[src/rtl/fxp_alu_arbiter.sv]
// fxp_alu_arbiter: round-robin sequencer that shares one combinational
// fixed-point ALU among NUM_REQ requesters and returns each result with
// the owning requester ID over a valid/ready response channel.
module fxp_alu_arbiter #(
    parameter int NUM_REQ = 4,
    parameter int IDW     = $clog2(NUM_REQ)
) (
    input  logic                  clk,
    input  logic                  rst,
    input  logic [NUM_REQ-1:0]    req_valid,
    output logic [NUM_REQ-1:0]    req_ready,
    input  logic [16*NUM_REQ-1:0] req_a,
    input  logic [16*NUM_REQ-1:0] req_b,
    input  logic [NUM_REQ-1:0]    req_op,
    output logic [15:0]           alu_a,
    output logic [15:0]           alu_b,
    output logic                  alu_ctrl,
    input  logic [15:0]           alu_result,
    input  logic [3:0]            alu_flags,
    output logic                  rsp_valid,
    input  logic                  rsp_ready,
    output logic [IDW-1:0]        rsp_id,
    output logic [15:0]           rsp_result,
    output logic                  rsp_carry,
    output logic                  busy
);

    typedef enum logic [1:0] {
        IDLE,
        EXEC,
        RESP
    } state_t;

    state_t         state;
    state_t         state_next;
    logic [IDW-1:0] ptr;
    logic [IDW-1:0] ptr_next;
    logic [IDW-1:0] grant_id;
    logic [IDW-1:0] cand_id;
    logic           grant_found;
    logic           accept;

    // Only the carry bit of the ALU flags matters to the requesters.
    logic [2:0]     unused_flags;
    assign unused_flags = alu_flags[3:1];

    // Search upward from the priority pointer, wrapping, for the first valid requester.
    always_comb begin
        grant_found = 1'b0;
        grant_id    = '0;
        cand_id     = '0;
        for (int k = 0; k < NUM_REQ; k++) begin
            cand_id = IDW'((int'(ptr) + k) % NUM_REQ);
            if (!grant_found && req_valid[cand_id]) begin
                grant_found = 1'b1;
                grant_id    = cand_id;
            end
        end
    end

    // The requester after the winner gets first priority next time, wrapping at the top.
    always_comb begin
        ptr_next = grant_id + IDW'(1);
        if (grant_id == IDW'(NUM_REQ - 1)) begin
            ptr_next = '0;
        end
    end

    // Sequencer state register.
    always_ff @(posedge clk or posedge rst) begin
        if (rst) begin
            state <= IDLE;
        end else begin
            state <= state_next;
        end
    end

    // Next-state logic; the grant strobe is only raised while idle so a request never lands mid-operation.
    always_comb begin
        state_next = state;
        req_ready  = '0;
        accept     = 1'b0;
        case (state)
            IDLE: begin
                if (grant_found) begin
                    accept              = 1'b1;
                    req_ready[grant_id] = 1'b1;
                    state_next          = EXEC;
                end
            end
            EXEC: begin
                state_next = RESP;
            end
            RESP: begin
                if (rsp_ready) begin
                    state_next = IDLE;
                end
            end
            default: begin
                state_next = IDLE;
            end
        endcase
    end

    assign busy      = (state != IDLE);
    assign rsp_valid = (state == RESP);

    // Register the winner's operands and ID at accept; capture the ALU output after its evaluation cycle.
    always_ff @(posedge clk or posedge rst) begin
        if (rst) begin
            alu_a      <= '0;
            alu_b      <= '0;
            alu_ctrl   <= 1'b0;
            rsp_id     <= '0;
            ptr        <= '0;
            rsp_result <= '0;
            rsp_carry  <= 1'b0;
        end else begin
            if (accept) begin
                alu_a    <= req_a[{grant_id, 4'b0000} +: 16];
                alu_b    <= req_b[{grant_id, 4'b0000} +: 16];
                alu_ctrl <= req_op[grant_id];
                rsp_id   <= grant_id;
                ptr      <= ptr_next;
            end
            if (state == EXEC) begin
                rsp_result <= alu_result;
                rsp_carry  <= alu_flags[0];
            end
        end
    end

endmodule
[config.mk]
export PLATFORM = sky130hd
export DESIGN_NAME = fxp_alu_arbiter
export DESIGN_NICKNAME = d
export VERILOG_FILES = /design/src/rtl/fxp_alu_arbiter.sv
export SDC_FILE = /design/constraint.sdc
export NUM_CORES = 1
export LEC_CHECK = 0
export ABC_AREA = 1
export CORE_MARGIN = 4
export CORE_UTILIZATION = 40
export CTS_BUF_LIST = sky130_fd_sc_hd__clkbuf_8
export CTS_CLUSTER_DIAMETER = 100
export DETAILED_ROUTE_END_ITERATION = 8
export PLACE_DENSITY = 0.8
export SETUP_SLACK_MARGIN = 0.2
export SKIP_CTS_REPAIR_TIMING = 1
export SYNTH_ARGS = -nofsm -noshare
export SYNTH_HDL_FRONTEND = slang
export SYNTH_SLANG_ARGS = --single-unit
[constraint.sdc]
create_clock -name clk -period 2.8 [get_ports clk]
set_clock_uncertainty 0.2 [all_clocks]
set_input_delay 0.56 -clock clk [delete_from_list [all_inputs] [get_ports clk]]
set_output_delay 0.56 -clock clk [all_outputs]
set_load 0.01 [all_outputs]
==> results.cfg, run 1 <==
[run_status]
status = finished with violations
violations = setup timing

[sta]
fmax_mhz = 348
tightest_slew_ps = 756
slew_headroom = 0.495
setup_ws_ps = -75.2
fin_setup_tns_ps = -91.3
fin_crit_ps = 2880
setup_viol = 2
slew_viol_final = 0
rsz0062_at_grt = true
finalHoldViolations = 0
period_share = 1.03

[synth]
netlist_area_um2 = 3850
yosys.area.top_type_share = 0.364
synthArstFlopShare = 1.00
synth_simple_gate_area_frac = 0.460
synth_cells = 553
synth_seq_cells = 56
synth_area_per_cell_um2 = 6.96
synthMuxAreaShare = 0.0497
synth_top_flop_cell = dfrtp_1
yosys-top-cells-area = dfrtp_1, nand3_1, nand2_1
yosys.area.top_type = dfrtp_1
synth_most_common_cell = nand2_1
synth-xor-area-share = 0
synth_compound_area_frac = 0.00878
ys_types = 26
synth-edff-count = 0
synth_common_cells = nand2_1, nand3_1, inv_1
synth_top_family_by_area = simple AND/OR/NAND/NOR gates
yosysSeqAreaShare = 0.364
yosys_warnings = 0
synthAdderAreaFrac = 0.00325
syn_nets = 713

[grt]
grt_max_degree = 52
first_global_vias = 4615
grt_pass1_wl_mm = 22.4
grtUsageTotal = 0.246
grt_overflow_total = 0
grt_antenna_before_repair = 0

[routing]
vias = 4719
antenna_left = 0
drc = 0
viasPerCell = 5.21
first_pass_iters = 5
drt_first_iter_violations = 248
routedWlPerCell_um = 16.8
routed_wirelength_mm = 15.2

[clocking]
clkTransAtPathRegs_ps = 100
clock-root-buffer = clkbuf_8
cts_tree = done
numCtsBuffers = 5
clockBufferDepth = 2
clock_latency_ps = 310
cts.sinks = 56
htreeDepth = 2

[layout]
n_antenna_cell = 0
finalNetCount = 936
drive_above_1_share = 0.162
fillers = 748
syn2layout_area_growth_pct = 72.0

[worst_setup_path]
crit_path_cell_trace = buf_6, nand2_2, nand2_2, nand2_1, inv_1, nand3_2, nand3_4, ha_4, inv_2, nor2_2, buf_2
end_kind = primary output
cp_common_cell = nand2_2
critPathSlowestCell = dfrtp_2
worstPathMaxFanout = 5
cp.arrival_ps = 2120
crit_required_ps = 2040
crit_path_start_kind = flip-flop
worstSetupPathType = reg -> out
cpPeakStageDelay_ps = 490
r2r_slack_ps = 240

[placement]
gp_congestion = 0.917
port_buffers = 213
post-dp-hpwl_mm = 10.8

[floorplanning]
dieArea_um2 = 11300
rows = 35
die_h_um = 106
core_um2 = 9280
io_pins = 217
initial_core_util = 0.415
die_x_um = 106

[power]
p_total_uw = 8040
ir_worst_vdd_v = 0.000832
power.density_nw_per_um2 = 1220
p_leak_uw = 0.00314

[min_path]
worstHoldPathType = reg -> reg

[run]
cap_violations = 0
==> critical path, delay by kind of cell (launching register included) <==
kind	cells	cell delay, ps
adders and majority gates	1	160
DFF	1	490
and+or+nand+nor	6	660
buffers and inverters	4	490
==> power by group <==
part / leakage [uW] / internal (uW) / switching (uW) / total, uW
Combinational: 0.00240 / 2570 / 3450 / 6020
Sequential: 0.000677 / 1250 / 247 / 1500
Clock: 0.0000593 / 263 / 267 / 530
Total: 0.00314 / 4080 / 3960 / 8040
==> final cells by class <==
cell class / instances / area (um2) / area share
Clock buffer: 5 / 68.8 / 0.0104
Clock inverter: 3 / 38.8 / 0.00586
Inverter: 65 / 251 / 0.0380
Multi-Input combinational cell: 397 / 2240 / 0.338
Sequential cell: 56 / 1400 / 0.212
Tap cell: 129 / 161 / 0.0244
Timing Repair Buffer: 250 / 2450 / 0.370
Timing Repair inverter: 1 / 6.26 / 0.000945
==> metal layers <==
layer / vias to the layer above / wire [um] / global-route usage
met1: 2185 / 5560 / 0.288
met3: 54 / 1180 / 0.0461
met4: 0 / 609 / 0.0944
met2: 242 / 7850 / 0.444
met5: - / 0 / 0
li1: 2238 / - / -
==> registers in the layout, summed over array words and instances (netlist names) <==
signal / cells
alu_a: 16
ptr: 2
rsp_id: 2
rsp_result: 16
state: 2
alu_ctrl: 1
alu_b: 16
rsp_carry: 1
==> logic make-up after synthesis <==
logic type,after synthesis
buf+inv,100
flops,56
mux,17
simple gates,373
fa+ha+maj,1
compound gates,6
==> cells in the final DEF, fill, tap and decap left out, types with 8 or more instances in the layout <==
master / count
nand2_1: 112
clkdlybuf4s50_1: 205
nand2_4: 18
buf_4: 28
nand4_1: 13
nand2_2: 12
nor2_1: 45
nand3_1: 122
mux2_2: 17
nand3b_1: 33
nor2_2: 8
dfrtp_1: 54
inv_1: 58
==> stage by stage <==
step	area (um2)	cells	setup WS (ps)	util	hold WS (ps)
after floorplan	3880	553	226	-	319
after global placement	6210	888	-473	0.669	271
after detailed placement	6210	888	-583	0.669	279
after CTS	6320	896	-589	0.681	302
after global routing	6620	906	-139	0.713	310
final	6620	906	-75.2	0.713	297
==> path summary, 6_finish.rpt <==
kind                       depth (start not counted)  startpoint             to
max                                               11      ptr[0]   req_ready[3]
min                                                1   rsp_id[0]      rsp_id[0]
max reg2reg                                       13      ptr[1]      alu_b[10]
min reg2reg                                        1   rsp_id[0]      rsp_id[0]
max in group asynchronous                          3         rst      alu_a[15]
min in group asynchronous                          2         rst  rsp_result[3]
No activity file was read; power rests on OpenSTA's default activity.
==> inputs of run 2 (changes only) <==
CORE_MARGIN = not set   (was 4)
CORE_UTILIZATION = 50   (was 40)
DONT_BUFFER_PORTS = 1   (was not set)
PLACE_DENSITY = 0.62   (was 0.8)
==> results.cfg, run 2 (synthesized netlist as in run 1, its figures left out) <==
[run_status]
status = complete, no violations

[placement]
gp_congestion = 0.847
port_buffers = 0
post-dp-hpwl_mm = 7.61
place_area_um2 = 3930

[grt]
grt_overflow_total = 0
grt_max_degree = 57
grt_pass1_wl_mm = 17.4
grt_antenna_before_repair = 0
grtUsageTotal = 0.266
first_global_vias = 3456

[sta]
slew_viol_final = 0
fin_setup_tns_ps = 0
fmax_mhz = 368
tightest_slew_ps = 669
setup_viol = 0
period_share = 0.970
fin_crit_ps = 2720
rsz0062_at_grt = true
slew_headroom = 0.553
hold_ws_ps = 184
finalHoldViolations = 0

[worst_setup_path]
crit_required_ps = 2040
worst-path-buf-inv = 3
r2r-start = ptr[0]
worstPathMaxFanout = 6
cp.depth = 13
crit_path_start_kind = flip-flop
critical-path-top-delay-family = simple AND/OR/NAND/NOR gates
r2r-end = alu_a[12]
worstSetupPathType = reg -> out
crit_path_start = ptr[0]
cp_common_cell = nand2_2
crit_path_cell_trace = buf_6, nand2_2, nand2_2, nand2_2, nand2_2, nor2_4, nand3_2, nand2_4, nand2_8, inv_4, ha_4, inv_2, nor2_4
reg2reg_depth = 14
crit_path_end = req_ready[3]
r2r_slack_ps = 300
critPathSlowestCell = dfrtp_2
end_kind = primary output
cpPeakStageDelay_ps = 480
cp.arrival_ps = 1960

[routing]
viasPerCell = 5.55
routedWlPerCell_um = 16.7
routed_wirelength_mm = 11.1
drt_first_iter_violations = 202
drc = 0
vias = 3682
antenna_left = 0
first_pass_iters = 5

[run]
cap_violations = 0

[floorplanning]
io_pins = 217
die_h_um = 89.7
die_x_um = 89.7
initial_core_util = 0.525
dieArea_um2 = 8050
core_um2 = 7330
rows = 31

[power]
power.density_nw_per_um2 = 1560
pwr-share-comb = 0.675
p_total_uw = 6810
intPower_uw = 3170
clock_power_share = 0.068
p_sw_uw = 3630
ir_worst_vdd_v = 0.000704
seqPwrFrac = 0.257
swShare = 0.534
p_leak_uw = 0.00221

[clocking]
cts_tree = done
clkTransAtPathRegs_ps = 110
htreeDepth = 2
clock-root-buffer = clkbuf_8
numCtsBuffers = 5
cts.sinks = 56
clockBufferDepth = 2
clock_latency_ps = 320

[layout]
final_cell_area_um2 = 4360
most-common-layout-cells = nand3_1, nand2_1, inv_1, dfrtp_1, nor2_1
fin_util = 0.595
drive_above_1_share = 0.202
syn2layout_area_growth_pct = 13.3
final_common_cell = nand3_1
largestRegisters = alu_a: 16 flops, alu_b: 16 flops, rsp_result: 16 flops
n_antenna_cell = 0
finalNetCount = 723

[min_path]
min_from = alu_result[12]
worstHoldPathType = in -> reg
run 2: per-stage QoR:
| step | instances | setup WS, ps |
|---|---|---|
| final | 663 | 83.3 |
| after global routing | 663 | -17.7 |
| after CTS | 640 | -101 |
| after detailed placement | 632 | 269 |
| after global placement | 632 | 292 |
| after floorplan | 553 | 226 |
run 2: routing by layer:
metal	GRT usage	share of wire	routed length, um	vias up
li1	-	-	-	1801
met1	0.341	0.41	4600	1705
met2	0.455	0.50	5530	165
met3	0.0575	0.075	838	11
met4	0.0683	0.012	138	0
met5	0	0	0	-
run 2: worst reg2reg max path: stages (launching register included):
cell and delay, ps:
dfrtp_2 480, buf_6 160, nand2_2 60, nand2_2 70
nand2_2 80, nand2_2 70, nor2_4 120, buf_4 120
nand3_1 100, nand2_4 150, buf_4 300, nor2_2 90
buf_6 180, nand3_1 130, nand3_1 90
run 2: layout make-up:
type                    instances  area, um2
fillers                       688       2970
multi-input cells             397       2180
flip-flops and latches         56       1400
repair buffers                 37        308
inverters                      65        256
well taps                      99        124
clock buffers                   5       68.8
clock inverters                 3       17.5
repair inverters                1       5.00
run 2: power by group through the flow:
stage          Clock, uW  Sequential (uW)  Combinational [uW]
5_1_grt              509             1780                5130
4_1_cts              482             1730                3840
6_report             465             1750                4590
3_3_place_gp           0             1750                3730
3_5_place_dp           0             1750                3840
2_1_floorplan          0             1640                3250
run 2: how the worst min path moves through the flow:
stage	to	slack [ps]	cells past startpoint
after floorplan	rsp_id[1]	320	2
after global placement	alu_a[3]	330	2
after detailed placement	alu_a[3]	330	2
after CTS	rsp_result[13]	-10	2
after global routing	rsp_result[12]	170	1
final	rsp_result[12]	180	1
